### src/rtl/pll_pkg.sv
`default_nettype none
// +--------------------------------------------------------------+
// | pll_pkg : shared encodings and gain defaults for the PLL     |
// | Rev 1.0                                                      |
// +--------------------------------------------------------------+
package pll_pkg;

  localparam int c_shift_w = 5;

  typedef enum logic [1:0] {
    ST_IDLE  = 2'd0,
    ST_ACQ   = 2'd1,
    ST_GEAR  = 2'd2,
    ST_TRACK = 2'd3
  } state_t;

  localparam int c_kp_acq_def = 12;
  localparam int c_ki_acq_def = 8;
  localparam int c_kp_trk_def = 8;
  localparam int c_ki_trk_def = 2;

endpackage
`default_nettype wire

### src/rtl/pll_sample_divider.sv
`default_nettype none
// +--------------------------------------------------------------+
// | pll_sample_divider : programmable down-counter, 1-clk strobe |
// | Rev 1.0                                                      |
// +--------------------------------------------------------------+
module pll_sample_divider #(
  parameter int DIV_W = 8
) (
  input  logic             clk,
  input  logic             rst_n,
  input  logic             run,
  input  logic             load,
  input  logic [DIV_W-1:0] div,
  output logic             strobe
);

  logic [DIV_W-1:0] r_cnt;
  logic             r_strobe;

  always_ff @(posedge clk or negedge rst_n) begin
    if (!rst_n) begin
      r_cnt    <= '0;
      r_strobe <= 1'b0;
    end else if (load) begin
      r_cnt    <= div;
      r_strobe <= 1'b0;
    end else if (run) begin
      if (r_cnt == '0) begin
        r_cnt    <= div;
        r_strobe <= 1'b1;
      end else begin
        r_cnt    <= r_cnt - DIV_W'(1);
        r_strobe <= 1'b0;
      end
    end else begin
      r_cnt    <= '0;
      r_strobe <= 1'b0;
    end
  end

  assign strobe = r_strobe;

endmodule
`default_nettype wire

### src/rtl/pll_gain_scheduler.sv
`default_nettype none
// +--------------------------------------------------------------+
// | pll_gain_scheduler : loop-filter gain sequencer ACQ->TRACK   |
// | Rev 1.0                                                      |
// +--------------------------------------------------------------+
module pll_gain_scheduler
  import pll_pkg::*;
#(
  parameter int DIV_W    = 8,
  parameter int CNT_W    = 16,
  parameter int KP_ACQ   = c_kp_acq_def,
  parameter int KI_ACQ   = c_ki_acq_def,
  parameter int KP_TRK   = c_kp_trk_def,
  parameter int KI_TRK   = c_ki_trk_def,
  parameter int LOSS_LIM = 4
) (
  input  logic                 clk,
  input  logic                 rst_n,
  input  logic                 enable,
  input  logic [DIV_W-1:0]     sample_div,
  input  logic [CNT_W-1:0]     dwell_len,
  input  logic [CNT_W-1:0]     timeout_len,
  input  logic                 lock_in,
  input  logic                 clear_err,
  output logic                 sample_en,
  output logic [c_shift_w-1:0] kp_shift,
  output logic [c_shift_w-1:0] ki_shift,
  output logic                 filter_rst_n,
  output logic [1:0]           state,
  output logic                 locked,
  output logic                 timeout_err
);

  localparam logic [c_shift_w-1:0] c_kp_acq   = c_shift_w'(KP_ACQ);
  localparam logic [c_shift_w-1:0] c_ki_acq   = c_shift_w'(KI_ACQ);
  localparam logic [c_shift_w-1:0] c_kp_trk   = c_shift_w'(KP_TRK);
  localparam logic [c_shift_w-1:0] c_ki_trk   = c_shift_w'(KI_TRK);
  localparam logic [CNT_W:0]       c_loss_lim = (CNT_W+1)'(LOSS_LIM);

  state_t               r_state;
  logic [c_shift_w-1:0] r_kp, r_ki;
  logic [CNT_W-1:0]     r_dwell, r_to, r_loss;
  logic                 r_frst, r_locked, r_err;
  logic                 w_sample;

  pll_sample_divider #(.DIV_W(DIV_W)) u_div (
    .clk    (clk),
    .rst_n  (rst_n),
    .run    (enable && (r_state != ST_IDLE)),
    .load   (enable && (r_state == ST_IDLE)),
    .div    (sample_div),
    .strobe (w_sample)
  );

  // One extra bit so the "+1 reaches limit" compares never wrap.
  logic [CNT_W:0]       w_dwell_p1, w_to_p1, w_loss_p1, w_dwell_len;
  logic [CNT_W-1:0]     w_dwell_inc, w_to_inc, w_loss_inc;
  logic [c_shift_w-1:0] w_kp_dn, w_ki_dn;
  logic                 w_dwell_done, w_to_done, w_loss_done, w_at_trk, w_set_err;

  assign w_dwell_p1   = {1'b0, r_dwell} + (CNT_W+1)'(1);
  assign w_to_p1      = {1'b0, r_to}    + (CNT_W+1)'(1);
  assign w_loss_p1    = {1'b0, r_loss}  + (CNT_W+1)'(1);
  assign w_dwell_inc  = (&r_dwell) ? r_dwell : w_dwell_p1[CNT_W-1:0];
  assign w_to_inc     = (&r_to)    ? r_to    : w_to_p1[CNT_W-1:0];
  assign w_loss_inc   = (&r_loss)  ? r_loss  : w_loss_p1[CNT_W-1:0];
  assign w_dwell_len  = (dwell_len == '0) ? (CNT_W+1)'(1) : {1'b0, dwell_len};
  assign w_dwell_done = lock_in && (w_dwell_p1 >= w_dwell_len);
  assign w_to_done    = (timeout_len != '0) && (w_to_p1 >= {1'b0, timeout_len});
  assign w_loss_done  = !lock_in && (w_loss_p1 >= c_loss_lim);
  assign w_at_trk     = (r_kp == c_kp_trk) && (r_ki == c_ki_trk);
  assign w_kp_dn      = (r_kp > c_kp_trk) ? r_kp - c_shift_w'(1) : r_kp;
  assign w_ki_dn      = (r_ki > c_ki_trk) ? r_ki - c_shift_w'(1) : r_ki;
  assign w_set_err    = enable && (r_state == ST_ACQ) && w_sample
                        && !w_dwell_done && w_to_done;

  always_ff @(posedge clk or negedge rst_n) begin
    if (!rst_n) begin
      r_state  <= ST_IDLE;
      r_kp     <= c_kp_acq;
      r_ki     <= c_ki_acq;
      r_dwell  <= '0;
      r_to     <= '0;
      r_loss   <= '0;
      r_frst   <= 1'b0;
      r_locked <= 1'b0;
      r_err    <= 1'b0;
    end else begin
      if (w_set_err)      r_err <= 1'b1;
      else if (clear_err) r_err <= 1'b0;

      if (!enable) begin
        r_state  <= ST_IDLE;
        r_kp     <= c_kp_acq;
        r_ki     <= c_ki_acq;
        r_dwell  <= '0;
        r_to     <= '0;
        r_loss   <= '0;
        r_frst   <= 1'b0;
        r_locked <= 1'b0;
      end else begin
        case (r_state)
          ST_IDLE: begin
            r_state <= ST_ACQ;
            r_frst  <= 1'b1;
          end
          ST_ACQ: begin
            r_frst <= 1'b1;
            if (w_sample) begin
              if (w_dwell_done) begin
                r_dwell <= '0;
                r_to    <= '0;
                if (w_at_trk) begin
                  r_state  <= ST_TRACK;
                  r_locked <= 1'b1;
                end else begin
                  r_kp    <= w_kp_dn;
                  r_ki    <= w_ki_dn;
                  r_state <= ST_GEAR;
                end
              end else if (w_to_done) begin
                // Kick the loop filter back to a clean start and retry.
                r_frst  <= 1'b0;
                r_dwell <= '0;
                r_to    <= '0;
              end else begin
                r_dwell <= lock_in ? w_dwell_inc : '0;
                r_to    <= w_to_inc;
              end
            end
          end
          default: begin
            if (w_sample) begin
              if (!lock_in) begin
                r_dwell <= '0;
                if (w_loss_done) begin
                  r_state  <= ST_ACQ;
                  r_kp     <= c_kp_acq;
                  r_ki     <= c_ki_acq;
                  r_to     <= '0;
                  r_loss   <= '0;
                  r_locked <= 1'b0;
                end else begin
                  r_loss <= w_loss_inc;
                end
              end else begin
                r_loss <= '0;
                if (r_state == ST_GEAR) begin
                  if (w_dwell_done) begin
                    r_dwell <= '0;
                    if (w_at_trk) begin
                      r_state  <= ST_TRACK;
                      r_locked <= 1'b1;
                    end else begin
                      r_kp <= w_kp_dn;
                      r_ki <= w_ki_dn;
                    end
                  end else begin
                    r_dwell <= w_dwell_inc;
                  end
                end
              end
            end
          end
        endcase
      end
    end
  end

  assign sample_en    = w_sample;
  assign kp_shift     = r_kp;
  assign ki_shift     = r_ki;
  assign filter_rst_n = r_frst;
  assign state        = r_state;
  assign locked       = r_locked;
  assign timeout_err  = r_err;

endmodule
`default_nettype wire

### config.mk
export PLATFORM = sky130hd
export DESIGN_NAME = pll_gain_scheduler
export DESIGN_NICKNAME = d
export VERILOG_FILES = /design/src/rtl/pll_pkg.sv /design/src/rtl/pll_sample_divider.sv /design/src/rtl/pll_gain_scheduler.sv
export SDC_FILE = /design/constraint.sdc
export NUM_CORES = 1
export LEC_CHECK = 0
export ABC_CLOCK_PERIOD_IN_PS = 4400
export BUFFER_PORTS_ARGS = -buffer_cell sky130_fd_sc_hd__buf_2
export CELL_PAD_IN_SITES_DETAIL_PLACEMENT = 2
export CELL_PAD_IN_SITES_GLOBAL_PLACEMENT = 2
export CORE_MARGIN = 10
export CORE_UTILIZATION = 37
export DETAILED_ROUTE_END_ITERATION = 6
export GPL_TIMING_DRIVEN = 0
export PLACE_DENSITY_LB_ADDON = 0.1
export SETUP_SLACK_MARGIN = 0.1
export SLEW_MARGIN = 20
export SYNTH_ARGS = -nofsm -noshare
export SYNTH_HDL_FRONTEND = slang
export SYNTH_SLANG_ARGS = --single-unit
### constraint.sdc
create_clock -name clk -period 4.4 [get_ports clk]
set_clock_uncertainty 0.05 [all_clocks]
set_input_delay 0.44 -clock clk [delete_from_list [all_inputs] [get_ports clk]]
set_output_delay 0.44 -clock clk [all_outputs]
set_load 0.05 [all_outputs]
==> summary.txt <==
Global route
  – First-pass GRT wire length: 28200 um
  – Grt ovf: 0
  – Vias in the first global route: 5470
  – Pin count of the biggest net entering global routing: 40
  – Overall Global Routing Usage: 17.3%
  – Initial antenna violation count: 0

Timing
  – Max-slew headroom: 51.6%
  – Max Fclk: 0.250 GHz
  – Endpoints failing hold: 2
  – Setup violators final: 0
  – Final slew viol count: 0
  – Final Critical Period: 4.00 ns
  – Period utilization: 91.0%
  – Measured slew at the worst slew-check pin: 0.726 ns
  – Hold_ws: -0.00213 ns
  – RSZ-0062 raised after global routing: no

Synth
  – Post-synth EDFFs: 0
  – Cell taking the most area after synthesis: dfrtp_1
  – Syn Area/Cell: 8.95 um^2
  – Synth top area cells: dfrtp_1, ha_1, nand2_1, a22o_1, xnor2_1
  – Async set-or-reset flop fraction in the synthesized netlist: 100%
  – Syn Nets: 684
  – Seq/Total Area, Yosys: 34.0%
  – Syn. warnings: 0
  – Ys flop type: dfrtp_1
  – Distinct cells, synth: 71
  – Post-synth top area share: 32.5%
  – Cells after synthesis: 594
  – Post-synthesis cell area: 0.00532 mm^2
  – FF+latch count, synth: 72

Pwr
  – Peak supply drop: 187 uV
  – PwrDens: 327 mW/mm^2
  – LEAKAGE: 3.11 nW

Floorplanning
  – Rows: 43
  – Core ar.: 0.0140 mm^2
  – Initial Util: 38.0%
  – Die area: 0.0196 mm^2
  – IO Count: 61
  – Chip height: 140 um
  – Die width: 140 um

Clock tree
  – CTS Hold Bufs: 0
  – TritonCTS clock tree: yes
  – Worst skew pair latency: 0.35 ns
  – Clk sinks: 72
  – Clk slew on worst S/H paths: 0.06 ns
  – Total CTS buffers: 9
  – Clock buffer depth: 2
  – Htree depth: 3
  – Root buf cell: clkbuf_16

Finish
  – Net count, final: 758
  – Proportion of layout cells with a drive suffix above 1: 18.6%
  – Antenna diodes: 0
  – Fin area: 0.00625 mm^2
  – Layout area overhead: 17.6%

Worst setup path
  – Critical path fanouts, max: 10
  – Worst Setup Start Kind: flop
  – Req. time, crit path: 4.63 ns
  – CP Data Arrival Time: 4.23 ns
  – Setup CP Type: flop to flop
  – Crit end category: flop

Routing
  – DR pass1 iterations: 4
  – DR WL/cell: 20.0 um
  – Via count: 4844
  – DRC: 0
  – Drt total wl: 17000 um
  – Post-DRT Antenna Nets: 0
  – DRT iter0 DRCs: 169
  – Vias per cell: 5.68

Hold path
  – Hold/Removal Path Class: input pin to asynchronous set/reset pin

Place
  – Gpl congestion: 0.803
  – Port Buffers: 59
  – Cell Area, Placed: 0.00586 mm^2
  – HPWL after detailed placement: 13200 um

Run
  – Max Cap Viol: 0

Outcome
  – Failing checks: hold timing
  – Status: finished, violations left
## layout by cell type, fill, tap and decap left out, drive strengths merged, types with 4 or more instances in the layout
master and n:
o211ai 4, xor2 13, buf 69, nand2 61, inv 49, xnor2 21
clkbuf 18, o21a 4, nand3 24, and2 22, o41ai 5, a21boi 5
dfrtp 69, a21o 7, a211oi 4, or2 6, nor4 15, a22o 23
o21ai 34, nand2b 5, o211a 6, and3 15, a21oi 22, mux2i 5
nor3 18, nand4 22, o31ai 8, nor2 32, ha 45
## cell usage after synthesis, types with 4 or more instances
library cell  count
dfrtp_1          69
nand2_1          61
inv_1            48
ha_1             45
nor2_1           31
o21ai_0          27
nand3_1          23
a22o_1           22
and2_1           22
nand4_1          21
xnor2_1          21
a21oi_1          20
nor3_1           15
and3_1           14
nor4_1           13
xor2_1           13
a21o_1            7
o21ai_1           7
clkbuf_1          6
o211a_1           6
o31ai_1           6
a21boi_0          5
buf_2             5
mux2i_1           5
nand2b_1          5
or2_2             5
o21a_1            4
## cell type report
type                       count  area (um^2)
tap                          180          225
clock buffer                  11          253
multi-input combinational    460         3320
fill                        1541         7730
sequential                    72         1810
buffer                        13         68.8
inverter                      49          184
timing repair buffer          63          340
clock inverter                 5         55.1
## report_power, final
part	internal, mW	total, mW	leakage, nW	switching [mW]
sequential	0.704	0.756	0.981	0.0519
clock	0.468	0.763	0.148	0.295
combinational	0.187	0.527	1.98	0.340
## path summary, 6_finish.rpt
check	startpoint	to	cells after the start	slack, ns
worst max-delay path	r_dwell[0]	r_to[5]	16	0.40
worst min-delay path	rst_n	r_dwell[11]	1	-0.002
worst max register to register	r_dwell[0]	r_to[5]	16	0.40
worst min register to register	locked	locked	2	0.48
max in group asynchronous	rst_n	r_loss[13]	2	3.70
min in group clk	clear_err	timeout_err	2	0.24
## sequential cells by signal, indices dropped and copies added (netlist names)
signal and cells:
state 2, u_div.strobe 1, locked 1, r_to 16
r_dwell 16, ki_shift 5, timeout_err 1, r_loss 16
filter_rst_n 1, kp_shift 5, u_div.r_cnt 8
## critical path: stages, from the launching register on
cell,delay [ns]
dfrtp_1,0.46
ha_1,0.31
nand3_2,0.20
nor2_4,0.26
nand4_1,0.21
nor2_1,0.18
xor2_1,0.23
ha_1,0.31
o21ai_1,0.10
nand2b_1,0.10
a22oi_2,0.16
buf_4,0.17
nand3_4,0.16
a211oi_2,0.34
and2_2,0.27
buf_2,0.26
a22o_1,0.17
## metrics by stage
step                setup slack, ns  TNS (ns)  util (%)  total power [mW]  std cells
CTS                           0.117         0      44.4              2.07        851
global placement              0.106         0      41.7              1.26        833
detailed placement          -0.0967    -0.856      41.9              1.29        834
finish                        0.396         0      44.7              2.05        853
global route                 0.0880         0      44.7              2.17        853
floorplan                     0.934         0         -              1.11        594
## cells by family (layout without fill, tap and decap cells)
family	after synthesis	count (layout)	synth area share (%)
fa+ha+maj	45	45	10.6
buf+inv	62	141	4.71
mux	8	8	1.58
compound gates	140	140	20.0
simple gates	233	233	23.6
flops	72	72	34.0
xor+xnor	34	34	5.60
## layer usage
metal / vias to the layer above / wire, um / track usage [%] / part of all wire, %
met5: - / 0 / 0 / 0
met2: 62 / 8990 / 32.0 / 53
met3: 18 / 472 / 2.93 / 2.8
li1: 2315 / - / - / -
met4: 0 / 234 / 4.84 / 1.4
met1: 2449 / 7340 / 19.7 / 43
## what timing repair did
| action | 4_1_cts | 5_1_grt |
|---|---|---|
| resized for setup | 6 | 6 |
| pin swaps | 0 | 3 |
| endpoints found under the setup margin | 27 | 25 |
| setup buffers | 1 | 2 |
| hold endpoints to repair | 0 | 0 |
Power figures use the tool's default switching activity.
